$ cat src/rtl/i2s_clk_gen.sv
// I2S / left-justified bit-clock and frame-sync generator.
// A programmable divider produces bclk; slot and bit counters advance on bclk falling edges.
module i2s_clk_gen #(
   parameter int DIV_W         = 8,
   parameter int BITS_PER_SLOT = 16,
   parameter int SLOTS         = 2
) (
   input  logic                             clk,
   input  logic                             rst_n,
   input  logic                             enable,
   input  logic [DIV_W-1:0]                 div_half,
   input  logic                             lj,
   output logic                             bclk,
   output logic                             lrclk,
   output logic                             bclk_fall,
   output logic                             bclk_rise,
   output logic                             frame_start,
   output logic [$clog2(SLOTS)-1:0]         slot_idx,
   output logic [$clog2(BITS_PER_SLOT)-1:0] bit_idx,
   output logic                             busy
);

   localparam int SLOT_W = $clog2(SLOTS);
   localparam int BIT_W  = $clog2(BITS_PER_SLOT);
   localparam logic [SLOT_W-1:0] SLOT_LAST = SLOT_W'(SLOTS - 1);
   localparam logic [BIT_W-1:0]  BIT_LAST  = BIT_W'(BITS_PER_SLOT - 1);

   typedef enum logic [1:0] {IDLE, RUN, DRAIN} state_t;

   state_t             state, state_nxt;
   logic [DIV_W-1:0]   div_cnt, div_cnt_nxt;
   logic [DIV_W-1:0]   div_lat, div_lat_nxt;
   logic               lj_lat, lj_lat_nxt;
   logic               bclk_nxt, lrclk_nxt, rise_nxt, fall_nxt, fs_nxt;
   logic [SLOT_W-1:0]  slot_nxt;
   logic [BIT_W-1:0]   bit_nxt;
   logic               toggle, frame_wrap;

   // Frame-sync level for the bit that starts at (s, b).
   function automatic logic lr_level(input logic [SLOT_W-1:0] s,
                                     input logic [BIT_W-1:0]  b,
                                     input logic              mode_lj);
      logic last_bit;
      logic first_bit;
      last_bit  = (b == BIT_LAST);
      first_bit = (b == '0);
      if (SLOTS == 2) begin
         if (mode_lj) return (s == '0);
         else         return (s == '0) ? last_bit : !last_bit;
      end else begin
         if (mode_lj) return (s == '0) && first_bit;
         else         return (s == SLOT_LAST) && last_bit;
      end
   endfunction

   always_comb begin
      // NOTE: every output of this block gets a default first so no path leaves one unassigned (no latch).
      state_nxt   = state;
      div_cnt_nxt = div_cnt;
      div_lat_nxt = div_lat;
      lj_lat_nxt  = lj_lat;
      bclk_nxt    = bclk;
      lrclk_nxt   = lrclk;
      rise_nxt    = 1'b0;
      fall_nxt    = 1'b0;
      fs_nxt      = 1'b0;
      slot_nxt    = slot_idx;
      bit_nxt     = bit_idx;
      toggle      = (div_cnt == div_lat);
      frame_wrap  = (bit_idx == BIT_LAST) && (slot_idx == SLOT_LAST);

      case (state)
         IDLE: begin
            if (enable) begin
               state_nxt   = RUN;
               div_lat_nxt = div_half;
               lj_lat_nxt  = lj;
               div_cnt_nxt = '0;
               fs_nxt      = 1'b1;
               bclk_nxt    = 1'b0;
               slot_nxt    = '0;
               bit_nxt     = '0;
               lrclk_nxt   = lr_level('0, '0, lj);
            end
         end
         RUN, DRAIN: begin
            if (state == RUN && !enable)  state_nxt = DRAIN;
            if (state == DRAIN && enable) state_nxt = RUN;

            if (!toggle) begin
               div_cnt_nxt = div_cnt + DIV_W'(1);
            end else begin
               div_cnt_nxt = '0;
               bclk_nxt    = !bclk;
               rise_nxt    = !bclk;
               fall_nxt    = bclk;
               if (bclk) begin
                  if (frame_wrap) begin
                     slot_nxt = '0;
                     bit_nxt  = '0;
                     // A drain ends on the edge that would open the next frame.
                     if (state == DRAIN && !enable) begin
                        state_nxt = IDLE;
                        lrclk_nxt = 1'b0;
                     end else begin
                        fs_nxt      = 1'b1;
                        div_lat_nxt = div_half;
                        lj_lat_nxt  = lj;
                        lrclk_nxt   = lr_level('0, '0, lj);
                     end
                  end else begin
                     if (bit_idx == BIT_LAST) begin
                        bit_nxt  = '0;
                        slot_nxt = slot_idx + SLOT_W'(1);
                     end else begin
                        bit_nxt  = bit_idx + BIT_W'(1);
                     end
                     lrclk_nxt = lr_level(slot_nxt, bit_nxt, lj_lat);
                  end
               end
            end
         end
         default: state_nxt = IDLE;
      endcase
   end

   // NOTE: sequential state uses non-blocking assignments so all registers update from the same pre-edge values.
   always_ff @(posedge clk or negedge rst_n) begin
      if (!rst_n) begin
         state       <= IDLE;
         div_cnt     <= '0;
         div_lat     <= '0;
         lj_lat      <= 1'b0;
         bclk        <= 1'b0;
         lrclk       <= 1'b0;
         bclk_rise   <= 1'b0;
         bclk_fall   <= 1'b0;
         frame_start <= 1'b0;
         slot_idx    <= '0;
         bit_idx     <= '0;
      end else begin
         state       <= state_nxt;
         div_cnt     <= div_cnt_nxt;
         div_lat     <= div_lat_nxt;
         lj_lat      <= lj_lat_nxt;
         bclk        <= bclk_nxt;
         lrclk       <= lrclk_nxt;
         bclk_rise   <= rise_nxt;
         bclk_fall   <= fall_nxt;
         frame_start <= fs_nxt;
         slot_idx    <= slot_nxt;
         bit_idx     <= bit_nxt;
      end
   end

   assign busy = (state != IDLE);

endmodule

$ cat config.mk
export PLATFORM = sky130hd
export DESIGN_NAME = i2s_clk_gen
export DESIGN_NICKNAME = d
export VERILOG_FILES = /design/src/rtl/i2s_clk_gen.sv
export SDC_FILE = /design/constraint.sdc
export NUM_CORES = 1
export LEC_CHECK = 0
export CORE_MARGIN = 10
export CORE_UTILIZATION = 40
export DETAILED_ROUTE_END_ITERATION = 12
export GPL_ROUTABILITY_DRIVEN = 0
export GPL_TIMING_DRIVEN = 0
export PLACE_DENSITY = 0.74
export SYNTH_ARGS = -nofsm -noshare
export SYNTH_HDL_FRONTEND = slang
export SYNTH_SLANG_ARGS = --single-unit
export TNS_END_PERCENT = 5
$ cat constraint.sdc
create_clock -name clk -period 2.4 [get_ports clk]
set_input_delay 0.48 -clock clk [delete_from_list [all_inputs] [get_ports clk]]
set_output_delay 0.48 -clock clk [all_outputs]
set_load 0.02 [all_outputs]
Yosys cells after proc, flatten, opt, wreduce, memory -nomap -nowiden
Index checks and enable logic that the tools add are counted.

storage, ports and cells
  output and inout port bits = 11
  bits in registers = 29
  logic and storage cells = 104
  input bits = 12

cells by class
  bitwise logic cells = 1
  equal/unequal tests = 10
  multiplexer cells = 64
  reductions and logical operators = 15
  add/sub/neg operators = 3

operator list
  kind                                                                    count
  8-bit 2-to-1 mux                                                        7
  4-bit 2-to-1 mux                                                        9
  1-bit 2-to-1 mux                                                        32
  8-bit one-hot mux with 2 select lines                                   2
  2-bit 2-to-1 mux                                                        7
  2-bit inequality test (second input constant)                           5
  1-bit one-hot mux with 2 select lines                                   5
  8-bit by 1-bit adder with 8-bit output (second input constant)          1
  4-bit equality test (second input constant)                             2
  8-bit equality test                                                     1
  4-bit one-hot mux with 2 select lines                                   1
  6-bit AND reduction                                                     1
  4-bit by 1-bit adder with 4-bit output (second input constant)          1
  1-bit logical AND                                                       4
  2-bit one-hot mux with 2 select lines                                   1
  4-bit AND reduction                                                     1
  2-bit nonzero test                                                      2
  1-bit zero test                                                         3
  3-bit AND reduction                                                     1
  2-bit by 1-bit equality test with 1-bit output (second input constant)  1
  2-bit equality test (second input constant)                             1
  2-bit zero test                                                         1
  2-bit AND reduction                                                     1
  2-bit OR reduction                                                      1
  other kinds (2)                                                         2

Longest topological paths before layout
Gate-level depths: netlist of the first run.

  depth in word-level cells = 14
  depth in mapped cells = 8
  gate-level depth less buffers = 7

Worst setup path before layout of the first run
OpenSTA, ideal clock, no wires.

  kind = register to register
  start point = register bit_idx[0]
  end point = register div_lat[0]
  data required time = 2,275 ps
  arrival = 2,230 ps
  clock period less this slack = 2,355 ps
  path buffers = 0
  setup time = 125 ps
  stages on the path, launching flop included = 8
  slack = 45 ps
  cell sequence = dfrtp_1 > ha_1 > and3_1 > ha_1 > and3_1 > a31oi_2 > o21ai_4 > mux2_4

on the way
  word-level cells in the longest chain between the ends = 4

ends and longest elaborated chain
  item                             line  RTL
  start: declaration               19    output logic [$clog2(BITS_PER_SLOT)-1:0] bit_idx,
  start signal: assignment         152   bit_idx <= bit_nxt;
  4-bit equality test              70    frame_wrap = (bit_idx == BIT_LAST) && (slot_idx == SLOT_LAST);
  1-bit logical AND                70
  2-bit inequality test (no line)  n/a
  6-bit AND reduction (no line)    n/a
  end signal: assignment           144   div_lat <= div_lat_nxt;
  end: declaration                 32    logic [DIV_W-1:0] div_lat, div_lat_nxt;

Every way passes these cells.
A chain may end at the register's enable or synchronous reset.

Final worst setup path of the first run
  start point = register bit_idx[0]
  end point = register lrclk

on the way
  word-level cells in the longest chain between the ends = 14
  elaborated cells on any way between the ends = 22
  those cells by class = add/sub (1); eq/ne (2); mux (16); bitwise (1); reduce/logical (2)

ends and longest elaborated chain
  item                                                                           line          RTL
  4-bit by 1-bit adder with 4-bit output or 4-bit equality test (tied branches)  116, 70, 112
  4-bit 2-to-1 mux                                                               112           if (bit_idx == BIT_LAST) begin
  4-bit 2-to-1 mux                                                               98            if (frame_wrap) begin
  4-bit 2-to-1 mux                                                               97            if (bclk) begin
  4-bit 2-to-1 mux                                                               90            if (!toggle) begin
  4-bit 2-to-1 mux                                                               72            case (state)
  4-bit equality test                                                            45            last_bit = (b == BIT_LAST);
  1-bit zero test                                                                49            else return (s == '0) ? last_bit : !last_bit;
  1-bit 2-to-1 mux                                                               49
  1-bit 2-to-1 mux                                                               48            if (mode_lj) return (s == '0);
  1-bit 2-to-1 mux *                                                             98
  1-bit 2-to-1 mux *                                                             97
  1-bit 2-to-1 mux *                                                             90
  1-bit one-hot mux with 2 select lines *                                        72
  end signal: assignment                                                         147           lrclk <= lrclk_nxt;
  end: declaration                                                               14            output logic lrclk,

Every way passes the cells marked *; elsewhere a longest branch is shown, timed or not. The select of a mux whose other input is x is not followed.

==> summary.md, run 1 <==
| Metric | Value |
|---|---|
| Sequential-to-total area share from yosys stat | `40.4%` |
| Share of flip-flops with an asynchronous set or reset | `100%` |
| Tot GR Track Use | `11.2%` |
| Initial antenna violation count | `0` |
| Half-perimeter wire length after placement | `2820 um` |
| Mapped Area | `1790 um^2` |
| Clock buffer depth | `2` |
| Worst min path class | `in -> async` |
| Leading area contributor after synthesis | `dfrtp_1` |
| Lkg Pwr | `0.965 nW` |
| Setup crit end kind | `flip-flop` |
| FF-to-FF setup slack | `0.07 ns` |
| Critical Path AT | `2.50 ns` |
| Area Growth Syn to Fin | `24.3%` |
| Area contributors post-synth | `dfrtp_1 (40%), mux2_4 (7.5%), xor2_1 (6.3%)` |
| Vias/cell | `5.52` |
| Power density cells | `1170 nW/um^2` |
| Mapped Cells | `172` |
| Final cell count without fillers | `255` |
| Starting density of the core | `41.2%` |
| Synth cell types | `48` |
| RSZ-0062 raised after global routing | `false` |
| Die width | `87.0 um` |
| Crit share post-route | `97.0%` |
| Combined area of the multi-input logic cells | `1040 um^2` |
| Drt pass-1 iters | `4` |
| Status | `completed` |
| DR WL/cell | `15.9 um` |
| Ys flop type | `dfrtp_1` |
| Total Power | `2.61 mW` |
| Final nets | `222` |
| Filler cell count | `370` |
| Core Region | `4350 um^2` |
| Clk Tree Root Cell | `clkbuf_8` |
| Syn_area_per_cell | `10.4 um^2` |
| First-pass GRT wire length | `6900 um` |
| Worst reg-to-reg path cell count | `7` |
| TritonCTS buffer count | `5` |
| Max VDD drop | `431 uV` |
| Slew margin rel. | `57.0%` |
| Die height | `87.0 um` |
| Vias after detailed routing | `1408` |
| Die area | `7560 um^2` |
| Number of I/O pins | `23` |
| Antenna Diode Count | `0` |
| Clk_lat worst skew | `0.28 ns` |
| FF-to-FF End | `lrclk$_DFFE_PN0P_` |
| Hold Vio Cnt, Final | `0` |
| Synthesized flop and latch total | `29` |
| Final instance area | `2230 um^2` |
| Crit start category | `flip-flop` |
| Final Skew | `0.00704 ns` |
| Final max-slew violation count | `0` |
| DR iter-0 viols | `84` |
| FP Rows | `24` |
| Min Tclk post-route | `2.33 ns` |
| WP data required | `2.57 ns` |
| Critical register-to-register path startpoint | `bit_idx[0]$_DFFE_PN0P_` |
| Register Area | `728 um^2` |
| Fmax | `430 MHz` |
| Vias in the first global route | `1421` |
| MaxCap Viol Count | `0` |
| Drt total wl | `4050 um` |
| Clock sinks | `29` |
| Area after DPL | `2080 um^2` |
| Share of layout cells above drive strength 1 | `16.7%` |
| Largest net degree at the start of global routing | `30` |
| CP max FO | `8` |
| Post-route DRC | `0` |
| Worst Tran Pin Value | `0.645 ns` |
| EDFF count, synth | `0` |
| CTS tree | `built` |
| H-tree levels | `2` |
| Ys Warns | `0` |
| Top-area cell type share of the netlist area | `40.4%` |
| Net Count, Synth | `192` |
| Congestion Overflow GR | `0` |
| Crit Path Class | `reg -> reg` |
| IO buf count | `22` |
| Final setup violation count | `0` |
| Clk slew on worst S/H paths | `0.07 ns` |
| # hold bufs at CTS | `0` |
| Cell count after placement | `246` |
| Antenna Nets Post-Route | `0` |
[critical path, cell delays in order, from the launching register on]
cell and delay, ns:
dfrtp_2 0.47, ha_4 0.20, and3_1 0.16, ha_2 0.21
and3_2 0.24, a31oi_2 0.36, o21ai_4 0.16, a221o_2 0.40
[worst max-delay path by stage]
stage | startpoint | endpoint | slack [ns] | cells after the start
6_report | bit_idx[0]$_DFFE_PN0P_ | lrclk$_DFFE_PN0P_ | 0.07 | 7
5_1_grt | bit_idx[0]$_DFFE_PN0P_ | lrclk$_DFFE_PN0P_ | 0.01 | 7
4_1_cts | bit_idx[0]$_DFFE_PN0P_ | div_lat[4]$_DFFE_PN0P_ | 0.02 | 7
3_5_place_dp | bit_idx[0]$_DFFE_PN0P_ | div_lat[6]$_DFFE_PN0P_ | -0.1 | 7
3_3_place_gp | bit_idx[0]$_DFFE_PN0P_ | div_lat[5]$_DFFE_PN0P_ | -0.09 | 7
2_1_floorplan | bit_idx[0]$_DFFE_PN0P_ | div_lat[0]$_DFFE_PN0P_ | 0.04 | 7
[state kept, by name, summed over array words and instances (netlist names)]
register,flops
bclk_rise,1
bclk,1
state,2
lrclk,1
bclk_fall,1
slot_idx,1
div_cnt,8
frame_start,1
div_lat,8
lj_lat,1
bit_idx,4
[per-stage QoR]
stage                     hold WS (ns)  util (%)  setup slack [ns]  TNS (ns)
after detailed placement         0.521      47.8           -0.0977    -0.872
after global routing             0.269      51.2            0.0131         0
after CTS                        0.546      50.9            0.0154         0
after global placement           0.521      47.8           -0.0865    -0.733
after floorplan                  0.184         -            0.0446         0
final                            0.216      51.2            0.0726         0
[cell usage after synthesis, drive strengths merged, types with 3 or more instances]
cell / instances
dfrtp: 29
nor2: 12
nand3: 8
a21oi: 5
xor2: 13
nand4: 5
or4: 3
a221o: 3
nand2: 12
and3: 6
ha: 8
clkbuf: 3
o21ai: 11
a31oi: 3
mux2: 9
inv: 10
[layout by cell type (no fill, tap or decap), types with 2 or more instances in the layout]
master            n
inv_1            10
ha_1              6
a31oi_1           2
clkdlybuf4s50_1  20
a21oi_1           5
nand4_1           5
and3_1            5
dfrtp_1          27
xnor2_1           2
nand2_1          12
or4_1             2
o21ai_4           2
nor2_1           12
nand2b_1          2
nand3_1           8
mux2_4            9
o21ai_0           9
nor2b_1           2
nor4_4            2
xor2_1           13
a221o_1           2
clkbuf_8          7
clkbuf_1          2
o22ai_1           2
nor3b_1           2
dfrtp_2           2
[logic make-up (layout without fill, tap and decap cells)]
group / Yosys count / after routing / synth area share (%)
and+or+nand+nor: 62 / 62 / 21.1
AOI/OAI and AO/OA: 36 / 37 / 14.8
DFF: 29 / 29 / 40.4
xor gates and xnor gates: 15 / 15 / 7.32
buffers and inverters: 13 / 43 / 3.28
muxes: 9 / 9 / 7.53
adders and majority gates: 8 / 8 / 5.58
[layout make-up]
cell class              count  share of cell area (%)
inverters                  10                    1.68
well taps                  52                    2.92
clock buffers               7                    3.87
multi-input cells         131                    46.7
repair buffers             22                    9.76
flip-flops and latches     29                    32.7
plain buffers               3                    1.01
clock inverters             1                    1.35
[timing repair]
| item | CTS | global route |
|---|---|---|
| buffers inserted | 0 | 0 |
| gates resized for setup | 5 | 4 |
| pin swaps | 1 | 2 |
| gates cloned | 1 | 0 |
| endpoints found under the setup margin | 10 | 11 |
[power breakdown]
group          total [mW]  switching [mW]  internal (mW)
clock network       0.523           0.185          0.338
logic                1.27           0.693          0.580
registers           0.815           0.170          0.645
total                2.61            1.05           1.56
[layer usage]
layer	track usage (%)	part of all wire (%)	vias to the layer above
li1	-	-	690
met1	13.9	46	691
met2	18.1	48	21
met3	3.09	4.3	6
met4	3.98	1.4	0
met5	0	0	-
(Power assumes the default switching activity.)
==> run 2, diff against run 1 <==
--- a/config.mk
+++ b/config.mk
@@ -10,7 +10,7 @@
 export DETAILED_ROUTE_END_ITERATION = 12
 export GPL_ROUTABILITY_DRIVEN = 0
 export GPL_TIMING_DRIVEN = 0
-export PLACE_DENSITY = 0.74
+export HOLD_SLACK_MARGIN = 0.06
 export SYNTH_ARGS = -nofsm -noshare
 export SYNTH_HDL_FRONTEND = slang
 export SYNTH_SLANG_ARGS = --single-unit
==> run 2 against run 1 <==
  * Combinational power hardly changed
  * Clock power hardly changed
  * Maximum frequency increased by 3.2%
  * Clock skew grew 0.0046 ns
  * First-iteration DRC count down 30%
  * Critical path type unchanged
==> summary.md, run 2 (synthesized netlist as in run 1, its figures left out) <==
| Metric | Value |
|---|---|
| Status | `completed` |
| Die width | `87.0 um (unchanged)` |
| Final cell count without fillers | `254 (-0.39%)` |
| Share of layout cells above drive strength 1 | `16.3% (-0.41 points)` |
| Crit Path Class | `reg -> reg` |
| Critical Path AT | `2.41 ns (-0.09 ns)` |
| Final max-slew violation count | `0 (unchanged)` |
| Starting density of the core | `41.2% (unchanged)` |
| IO buf count | `22 (unchanged)` |
| Filler cell count | `391 (+5.7%)` |
| Worst Tran Pin Value | `0.684 ns (+0.0394 ns)` |
| Final Skew | `0.0116 ns (+0.00460 ns)` |
| Hold Vio Cnt, Final | `0 (unchanged)` |
| Clk Tree Root Cell | `clkbuf_8` |
| First-pass GRT wire length | `7280 um (+5.5%)` |
| Register Area | `728 um^2 (unchanged)` |
| FP Rows | `24 (unchanged)` |
| Clk_lat worst skew | `0.28 ns (about the same)` |
| DR WL/cell | `16.8 um (+5.6%)` |
| Largest regs | `div_cnt: 8 flops, div_lat: 8 flops, bit_idx: 4 flops` |
| Clock buffer depth | `2 (unchanged)` |
| Largest net degree at the start of global routing | `30 (unchanged)` |
| Dpl ws | `-0.159 ns (-0.0614 ns)` |
| Half-perimeter wire length after placement | `3140 um (+12%)` |
| Leading cell type in the layout, fill and taps excluded | `dfrtp_1` |
| Worst min path class | `in -> async` |
| Antenna Diode Count | `0 (unchanged)` |
| Vias after detailed routing | `1404 (-0.28%)` |
| Most frequent cells in the layout | `dfrtp_1 (27), clkdlybuf4s50_1 (21), xor2_1 (13), nor2_1 (12), nand2_1 (12)` |
| Sequential share of power | `30.9% (-0.3 points)` |
| Vias in the first global route | `1470 (+3.4%)` |
| Fmax | `444 MHz (+3.2%)` |
| TritonCTS buffer count | `5 (unchanged)` |
| WP data required | `2.56 ns (about the same)` |
| Internal Power | `1.59 mW (+1.5%)` |
| Cell count after placement | `246 (unchanged)` |
| RSZ-0062 raised after global routing | `false` |
| Drt total wl | `4270 um (+5.2%)` |
| Area Growth Syn to Fin | `24.1%` |
| Die area | `7560 um^2 (unchanged)` |
| Combinational share of power | `49.2% (+0.4 points)` |
| Power density cells | `1180 nW/um^2 (+1.0%)` |
| H-tree levels | `2 (unchanged)` |
| Vias/cell | `5.53 (+0.11%)` |
| Combined area of the multi-input logic cells | `1030 um^2 (-1.4%)` |
| Core Region | `4350 um^2 (unchanged)` |
| # hold bufs at CTS | `0 (unchanged)` |
| DR iter-0 viols | `59 (-30%)` |
| Post-route DRC | `0 (unchanged)` |
| Max VDD drop | `558 uV (+29%)` |
| CP max FO | `10 (+2)` |
| Clock power share | `19.8% (-0.2 points)` |
| Min Tclk post-route | `2.25 ns (-0.0732 ns)` |
| Sw Pwr | `1.05 mW (about the same)` |
| Setup ws final | `0.146 ns (+0.0732 ns)` |
| Sw Ratio | `39.8% (-0.36 points)` |
| MaxCap Viol Count | `0 (unchanged)` |
| Die height | `87.0 um (unchanged)` |
| Initial antenna violation count | `0 (unchanged)` |
| Drt pass-1 iters | `4 (unchanged)` |
| Setup crit end kind | `flip-flop` |
| Slew margin rel. | `54.4% (-2.6 points)` |
| Clock sinks | `29 (unchanged)` |
| Clk slew on worst S/H paths | `0.07 ns (about the same)` |
| Crit share post-route | `93.9% (-3.1 points)` |
| Final setup violation count | `0 (unchanged)` |
| CTS tree | `built` |
| Crit start category | `flip-flop` |
| Congestion Overflow GR | `0 (unchanged)` |
| Final nets | `221 (-0.45%)` |
| Antenna Nets Post-Route | `0 (unchanged)` |
| Number of I/O pins | `23 (unchanged)` |
| Tot GR Track Use | `11.6% (+0.40 points)` |
| Lkg Pwr | `0.956 nW (-0.94%)` |
[run 2: power by group through the flow]
| stage | Clock, mW | Sequential (mW) | Combinational, mW |
|---|---|---|---|
| after floorplan | 0 | 0.815 | 0.903 |
| after global placement | 0 | 0.812 | 1.23 |
| after detailed placement | 0 | 0.815 | 1.26 |
| after CTS | 0.538 | 0.815 | 1.29 |
| after global routing | 0.560 | 0.843 | 1.43 |
| final | 0.523 | 0.815 | 1.30 |
[run 2: repair_timing]
item	CTS	global route
resized for setup	2	4
buffers inserted	1	0
endpoints found under the setup margin	11	11
hold endpoints to repair	0	0
pin swaps	1	0
[run 2: final timing paths]
check	cells after the start	end	slack [ns]	start
max	8	lrclk$_DFFE_PN0P_	0.15	bit_idx[0]$_DFFE_PN0P_
min	1	bit_idx[3]$_DFFE_PN0P_	0.24	rst_n
max reg2reg	8	lrclk$_DFFE_PN0P_	0.15	bit_idx[0]$_DFFE_PN0P_
min reg2reg	1	div_lat[7]$_DFFE_PN0P_	0.54	div_lat[7]$_DFFE_PN0P_
max in group asynchronous	1	bit_idx[0]$_DFFE_PN0P_	1.69	rst_n
min in group clk	1	div_lat[7]$_DFFE_PN0P_	0.54	div_lat[7]$_DFFE_PN0P_
[run 2: layer usage]
layer | track usage, % | up-vias | wire [um]
met5 | 0 | - | 0
met4 | 2.36 | 0 | 11
met3 | 4.49 | 2 | 290
met2 | 17.3 | 33 | 1940
met1 | 15.6 | 681 | 2030
li1 | - | 688 | -
[run 2: area by class of cell]
type / instances / share of cell area (%)
inverters: 10 / 1.69
repair buffers: 23 / 10.6
well taps: 52 / 2.92
clock buffers: 7 / 3.88
multi-input cells: 130 / 46.1
flip-flops and latches: 29 / 32.7
clock inverters: 1 / 1.35
plain buffers: 2 / 0.787
[run 2: critical path, stage by stage (launching register included)]
cell and delay (ns):
dfrtp_2 0.47, ha_4 0.21, and3_1 0.16, ha_2 0.21, and3_1 0.22, a31oi_2 0.25, o21ai_4 0.09, buf_12 0.15
a221o_2 0.37
[run 2: stage by stage]
step                area [um^2]  hold WS (ns)  power (mW)  util (%)  setup TNS, ns
floorplan                  1790         0.184        1.72         -              0
global placement           2080         0.524        2.04      47.8         -0.832
detailed placement         2080         0.522        2.07      47.8          -1.44
CTS                        2220         0.546        2.65      50.9              0
global route               2230         0.281        2.83      51.1              0
finish                     2230         0.240        2.64      51.1              0
